==> src/rtl/rfsoc_config.sv <==
// Shared configuration constants for the RFSoC converter control blocks:
// GPIO serial-bus bit indices, config register width and the ADC capture FSM states.
package rfsoc_config;

  localparam int config_reg_width = 16;
  localparam int gpio_w           = 16;

  // gpio_ctrl bit indices
  localparam int sdata                 = 0;
  localparam int adc_capture_count_clk = 8;
  localparam int adc_pre_delay_clk     = 9;
  localparam int adc_decim_clk         = 10;

  typedef enum logic [1:0] {
    IDLE,
    PRE_DELAY,
    CAPTURE,
    DONE
  } adc_cap_state_t;

endpackage

==> src/rtl/shift_register.sv <==
// Serially loaded configuration register, MSB first.
// A bit shifts in on each clk edge where en is high.
module shift_register #(
  parameter int WIDTH = 16
) (
  input  logic             clk,
  input  logic             rst,
  input  logic             en,
  input  logic             din,
  output logic [WIDTH-1:0] q
);

  // NOTE: sequential state uses non-blocking assignments so every flop samples pre-edge values.
  always_ff @(posedge clk or negedge rst) begin
    if (!rst) begin
      q <= '0;
    end else if (en) begin
      q <= {q[WIDTH-2:0], din};
    end
  end

endmodule

==> src/rtl/adc_capture_ctrl.sv <==
// Triggered ADC capture: waits a pre-delay, then forwards a programmed number of
// (optionally decimated) ADC beats to the capture FIFO, flagging done and overflow.
module adc_capture_ctrl
  import rfsoc_config::*;
#(
  parameter int CFG_W = config_reg_width
) (
  input  logic                clk,
  input  logic                rst,
  input  logic [255:0]        s_axis_tdata,
  input  logic                s_axis_tvalid,
  output logic                s_axis_tready,
  output logic [255:0]        m_axis_tdata,
  output logic                m_axis_tvalid,
  output logic                m_axis_tlast,
  input  logic                m_axis_tready,
  input  logic [gpio_w-1:0]   gpio_ctrl,
  input  logic                trigger_in,
  input  logic                select_in,
  output logic                capture_active,
  output logic                capture_done,
  output logic                overflow
);

  logic [CFG_W-1:0] count_cfg;
  logic [CFG_W-1:0] pre_delay_cfg;
  logic [CFG_W-1:0] decim_cfg;

  // Shifting is enabled only while the PS has this channel selected.
  shift_register #(.WIDTH(CFG_W)) u_count_reg (
    .clk (clk),
    .rst (rst),
    .en  (select_in & gpio_ctrl[adc_capture_count_clk]),
    .din (gpio_ctrl[sdata]),
    .q   (count_cfg)
  );

  shift_register #(.WIDTH(CFG_W)) u_pre_delay_reg (
    .clk (clk),
    .rst (rst),
    .en  (select_in & gpio_ctrl[adc_pre_delay_clk]),
    .din (gpio_ctrl[sdata]),
    .q   (pre_delay_cfg)
  );

  shift_register #(.WIDTH(CFG_W)) u_decim_reg (
    .clk (clk),
    .rst (rst),
    .en  (select_in & gpio_ctrl[adc_decim_clk]),
    .din (gpio_ctrl[sdata]),
    .q   (decim_cfg)
  );

  // The remaining bus bits belong to other channels.
  logic unused_gpio;
  assign unused_gpio = ^gpio_ctrl;

  assign s_axis_tready = 1'b1;

  adc_cap_state_t   state;
  logic [CFG_W-1:0] remaining;
  logic [CFG_W-1:0] delay_cnt;
  logic [CFG_W-1:0] decim_ld;
  logic [CFG_W-1:0] phase;

  always_ff @(posedge clk or negedge rst) begin
    if (!rst) begin
      state          <= IDLE;
      remaining      <= '0;
      delay_cnt      <= '0;
      decim_ld       <= '0;
      phase          <= '0;
      m_axis_tdata   <= '0;
      m_axis_tvalid  <= 1'b0;
      m_axis_tlast   <= 1'b0;
      capture_active <= 1'b0;
      capture_done   <= 1'b0;
      overflow       <= 1'b0;
    end else begin
      m_axis_tvalid <= 1'b0;
      m_axis_tlast  <= 1'b0;

      case (state)
        IDLE: begin
          if (trigger_in) begin
            remaining <= count_cfg;
            delay_cnt <= pre_delay_cfg;
            decim_ld  <= decim_cfg;
            phase     <= '0;
            overflow  <= 1'b0;
            if (count_cfg == '0) begin
              // Empty capture: pulse done immediately, never go active.
              state        <= DONE;
              capture_done <= 1'b1;
            end else begin
              capture_active <= 1'b1;
              state          <= (pre_delay_cfg != '0) ? PRE_DELAY : CAPTURE;
            end
          end
        end

        PRE_DELAY: begin
          delay_cnt <= delay_cnt - CFG_W'(1);
          if (delay_cnt == CFG_W'(1)) begin
            state <= CAPTURE;
          end
        end

        CAPTURE: begin
          if (s_axis_tvalid) begin
            if (phase == '0) begin
              phase     <= decim_ld;
              remaining <= remaining - CFG_W'(1);
              if (m_axis_tready) begin
                m_axis_tdata  <= s_axis_tdata;
                m_axis_tvalid <= 1'b1;
                m_axis_tlast  <= (remaining == CFG_W'(1));
              end else begin
                // FIFO full: the beat is dropped but still consumes the count.
                overflow <= 1'b1;
              end
              if (remaining == CFG_W'(1)) begin
                state <= DONE;
              end
            end else begin
              phase <= phase - CFG_W'(1);
            end
          end
        end

        DONE: begin
          // Entered with done already high only from the empty-capture path.
          if (capture_done) begin
            capture_done <= 1'b0;
            state        <= IDLE;
          end else begin
            capture_done   <= 1'b1;
            capture_active <= 1'b0;
          end
        end

        default: state <= IDLE;
      endcase
    end
  end

endmodule

==> config.mk <==
export PLATFORM = sky130hd
export DESIGN_NAME = adc_capture_ctrl
export DESIGN_NICKNAME = d
export VERILOG_FILES = /design/src/rtl/rfsoc_config.sv /design/src/rtl/shift_register.sv /design/src/rtl/adc_capture_ctrl.sv
export SDC_FILE = /design/constraint.sdc
export NUM_CORES = 1
export LEC_CHECK = 0
export ABC_AREA = 1
export CAP_MARGIN = 20
export CORE_AREA = 2 2 212 214
export CTS_BUF_LIST = sky130_fd_sc_hd__clkbuf_4 sky130_fd_sc_hd__clkbuf_8 sky130_fd_sc_hd__clkbuf_16
export DETAILED_ROUTE_END_ITERATION = 8
export DIE_AREA = 0 0 214 216
export PLACE_DENSITY = 0.69
export SETUP_SLACK_MARGIN = 0.5
export SKIP_CTS_REPAIR_TIMING = 1
export SLEW_MARGIN = 30
export SYNTH_ARGS = -nofsm -noshare
export SYNTH_HDL_FRONTEND = slang
export SYNTH_SLANG_ARGS = --single-unit
==> constraint.sdc <==
create_clock -name clk -period 1.8 [get_ports clk]
set_input_delay 0.36 -clock clk [delete_from_list [all_inputs] [get_ports clk]]
set_output_delay 0.36 -clock clk [all_outputs]
set_load 0.03 [all_outputs]
==> impl_metrics.ini <==
[floorplan]
dieArea_um2 = 46220
die_y_um = 216
coreArea_um2 = 43840
initial_utilization = 0.3698
dieWidth_um = 214
rows = 77
top_level_ports = 540

[finish]
fin_area_um2 = 24960
fin_nets = 2896
synthToLayoutAreaGrowth_pct = 53.99
seqCellArea_um2 = 9385
multi_input_area_um2 = 6205
fin_cells = 3233
nFillCells = 3816
drive_above_1_share = 0.1206

[min_path]
holdCritPathClass = in -> async

[drt]
routedWlPerCell_um = 17.91
vias = 15510
detail_route.vias_per_cell = 4.797
drtIter0Drc = 1402
ant_nets = 0
drc = 0
wirelength_um = 57910
dr.pass1.iters = 5

[cts]
htreeDepth = 2
clock_latency_ns = 0.56
clock-sinks = 375
cts-root-buf = clkbuf_16
cts_tree = yes
numCtsBuffers = 43
clk_path_buf_depth = 3
clk_pin_slew_ns = 0.06

[setup_path]
critPathCaptureType = output pin
critPathMaxStageDelay_ns = 0.74
crit_path_end = m_axis_tdata[215]
crit_buf_inv = 1
reg2reg_depth = 13
critPathMaxFanout = 2
crit_chain = clkdlybuf4s50_1
r2r_slack_ns = -0.23
cp-startpoint = m_axis_tdata[215]
reg2reg_from = phase[0]
crit_path_start_kind = flip-flop
slowest_stage = clkdlybuf4s50_1
r2r-end = m_axis_tdata[188]
cp_num_cells = 1
cp.arrival_ns = 1.68
crit_type = reg -> out
crit_family = buffers and inverters
cp.required_ns = 1.44

[global_route]
met3_usage = 0.07188
grt_pass1_vias = 14774
grt.total_usage = 0.2363
grt_max_degree = 78
grtUsageMet1 = 0.2986
grt_use_met2 = 0.3841
grt_pass1_wl_um = 85600
busiest_layer = met2
antenna_found_initial = 8
grt_overflow = 0

[power]
power_mw = 46.79
total_leakage_power_nw = 12.58
power.density_nw_per_um2 = 1874
vdd_drop_max_v = 0.001554

[logic_synthesis]
yosys.area_share.simple = 0.3072
synth_top_area_frac = 0.5788
async_flop_share = 1.000
postSynthAreaPerCell_um2 = 8.118
syn_inst = 1997
ys.flop_type = dfrtp_1
ys_warn_count = 0
yosysUniqueCellTypes = 37
synthAdderAreaFrac = 0.007718
synthMuxAreaShare = 0.003473
synth_edf_count = 0
syn_area_um2 = 16210
synth-seq-cells = 375
synth_top_area_cell = dfrtp_1
yosysSeqAreaShare = 0.5788
synth_most_common_cell = nand2_1
synth_top_family_by_area = simple AND/OR/NAND/NOR gates
synth_commonest_cells = 1062 x nand2_1, 375 x dfrtp_1, 133 x nor2_1
synth_nets = 2285
synth_compound_area_frac = 0.04183
yosys-top-cells-area = dfrtp_1 58%, nand2_1 25%, nor2_1 3.1%, o21ai_0 2.8%, inv_1 2.3%
synth_xor_area_frac = 0.002161

[timing]
rsz0062_at_grt = yes
period_needed_ns = 2.038
fin_ws_ns = -0.2378
setup_viol = 486
hold-worst-slack_ns = 0.2756
finalHoldViolCount = 0
period_share = 1.132
slew_violations = 0
max_freq_ghz = 0.4907
skew_ns = 0.01405

[run_status]
status = finished, violations left
violations = negative setup slack

[placement]
io_buffers = 526
post_dp_cell_area_um2 = 22850
gp_congestion = 0.9363
dp_hpwl_um = 42590
placedCellCount = 3131
place_worst_setup_slack_ns = -0.2335

[run]
drv_cap = 0
## power by group
| group | total (mW) | internal [mW] | switching [mW] |
|---|---|---|---|
| logic | 23.2 | 9.36 | 13.8 |
| registers | 14.6 | 12.2 | 2.47 |
| clock network | 8.95 | 5.48 | 3.47 |
## metal layers
layer	wire length, um	vias up
li1	-	7372
met1	23680	7394
met2	27390	604
met3	4672	130
met4	2101	10
met5	67	-
## cells by family after synthesis
group | after synthesis
compound gates | 128
flops | 375
simple gates | 1284
mux | 5
buf+inv | 190
fa+ha+maj | 10
xor+xnor | 4
other cells | 1
## area by class of cell
| class | instances | area share |
|---|---|---|
| antenna | 4 | 0.0004010 |
| inverter | 104 | 0.01594 |
| tap | 592 | 0.02967 |
| clock inverter | 10 | 0.005162 |
| sequential | 375 | 0.3760 |
| clock buffer | 64 | 0.05283 |
| multi-input combinational | 1432 | 0.2485 |
| timing repair buffer | 652 | 0.2715 |
## registers in the layout, summed over array words and instances (netlist names)
register	flops
m_axis_tdata	256
decim_ld	16
delay_cnt	16
phase	16
remaining	16
u_count_reg.q	16
u_decim_reg.q	16
u_pre_delay_reg.q	16
state	2
capture_active	1
capture_done	1
m_axis_tlast	1
m_axis_tvalid	1
overflow	1
## worst min path at each step
stage	endpoint	slack, ns
after floorplan	capture_active	0.06
after global placement	u_count_reg.q[4]	0.26
after detailed placement	u_count_reg.q[4]	0.26
after CTS	u_pre_delay_reg.q[6]	-0.34
after global routing	u_count_reg.q[4]	0.29
final	u_count_reg.q[4]	0.28
## per-stage QoR
stage	util	setup TNS [ns]
after floorplan	-	0
after global placement	0.5213	-35.74
after detailed placement	0.5213	-37.35
after CTS	0.5543	-91.49
after global routing	0.5694	-120.55
final	0.5695	-75.51
## placed cells by master, fill, tap and decap left out, types with 6 or more instances in the layout
| cell | instances |
|---|---|
| ha_1 | 6 |
| dfrtp_1 | 374 |
| a21oi_1 | 16 |
| buf_6 | 29 |
| clkinv_2 | 6 |
| clkbuf_4 | 11 |
| clkdlybuf4s50_1 | 495 |
| nand2_1 | 1012 |
| nand2_2 | 34 |
| inv_2 | 8 |
| nand3_1 | 56 |
| buf_12 | 24 |
| buf_8 | 7 |
| clkbuf_8 | 8 |
| o21ai_1 | 15 |
| nand4_1 | 13 |
| clkbuf_16 | 53 |
| inv_1 | 93 |
| buf_4 | 86 |
| nor2_1 | 130 |
| o21ai_0 | 79 |
| nand2_4 | 17 |
No activity file was read; power rests on OpenSTA's default activity.
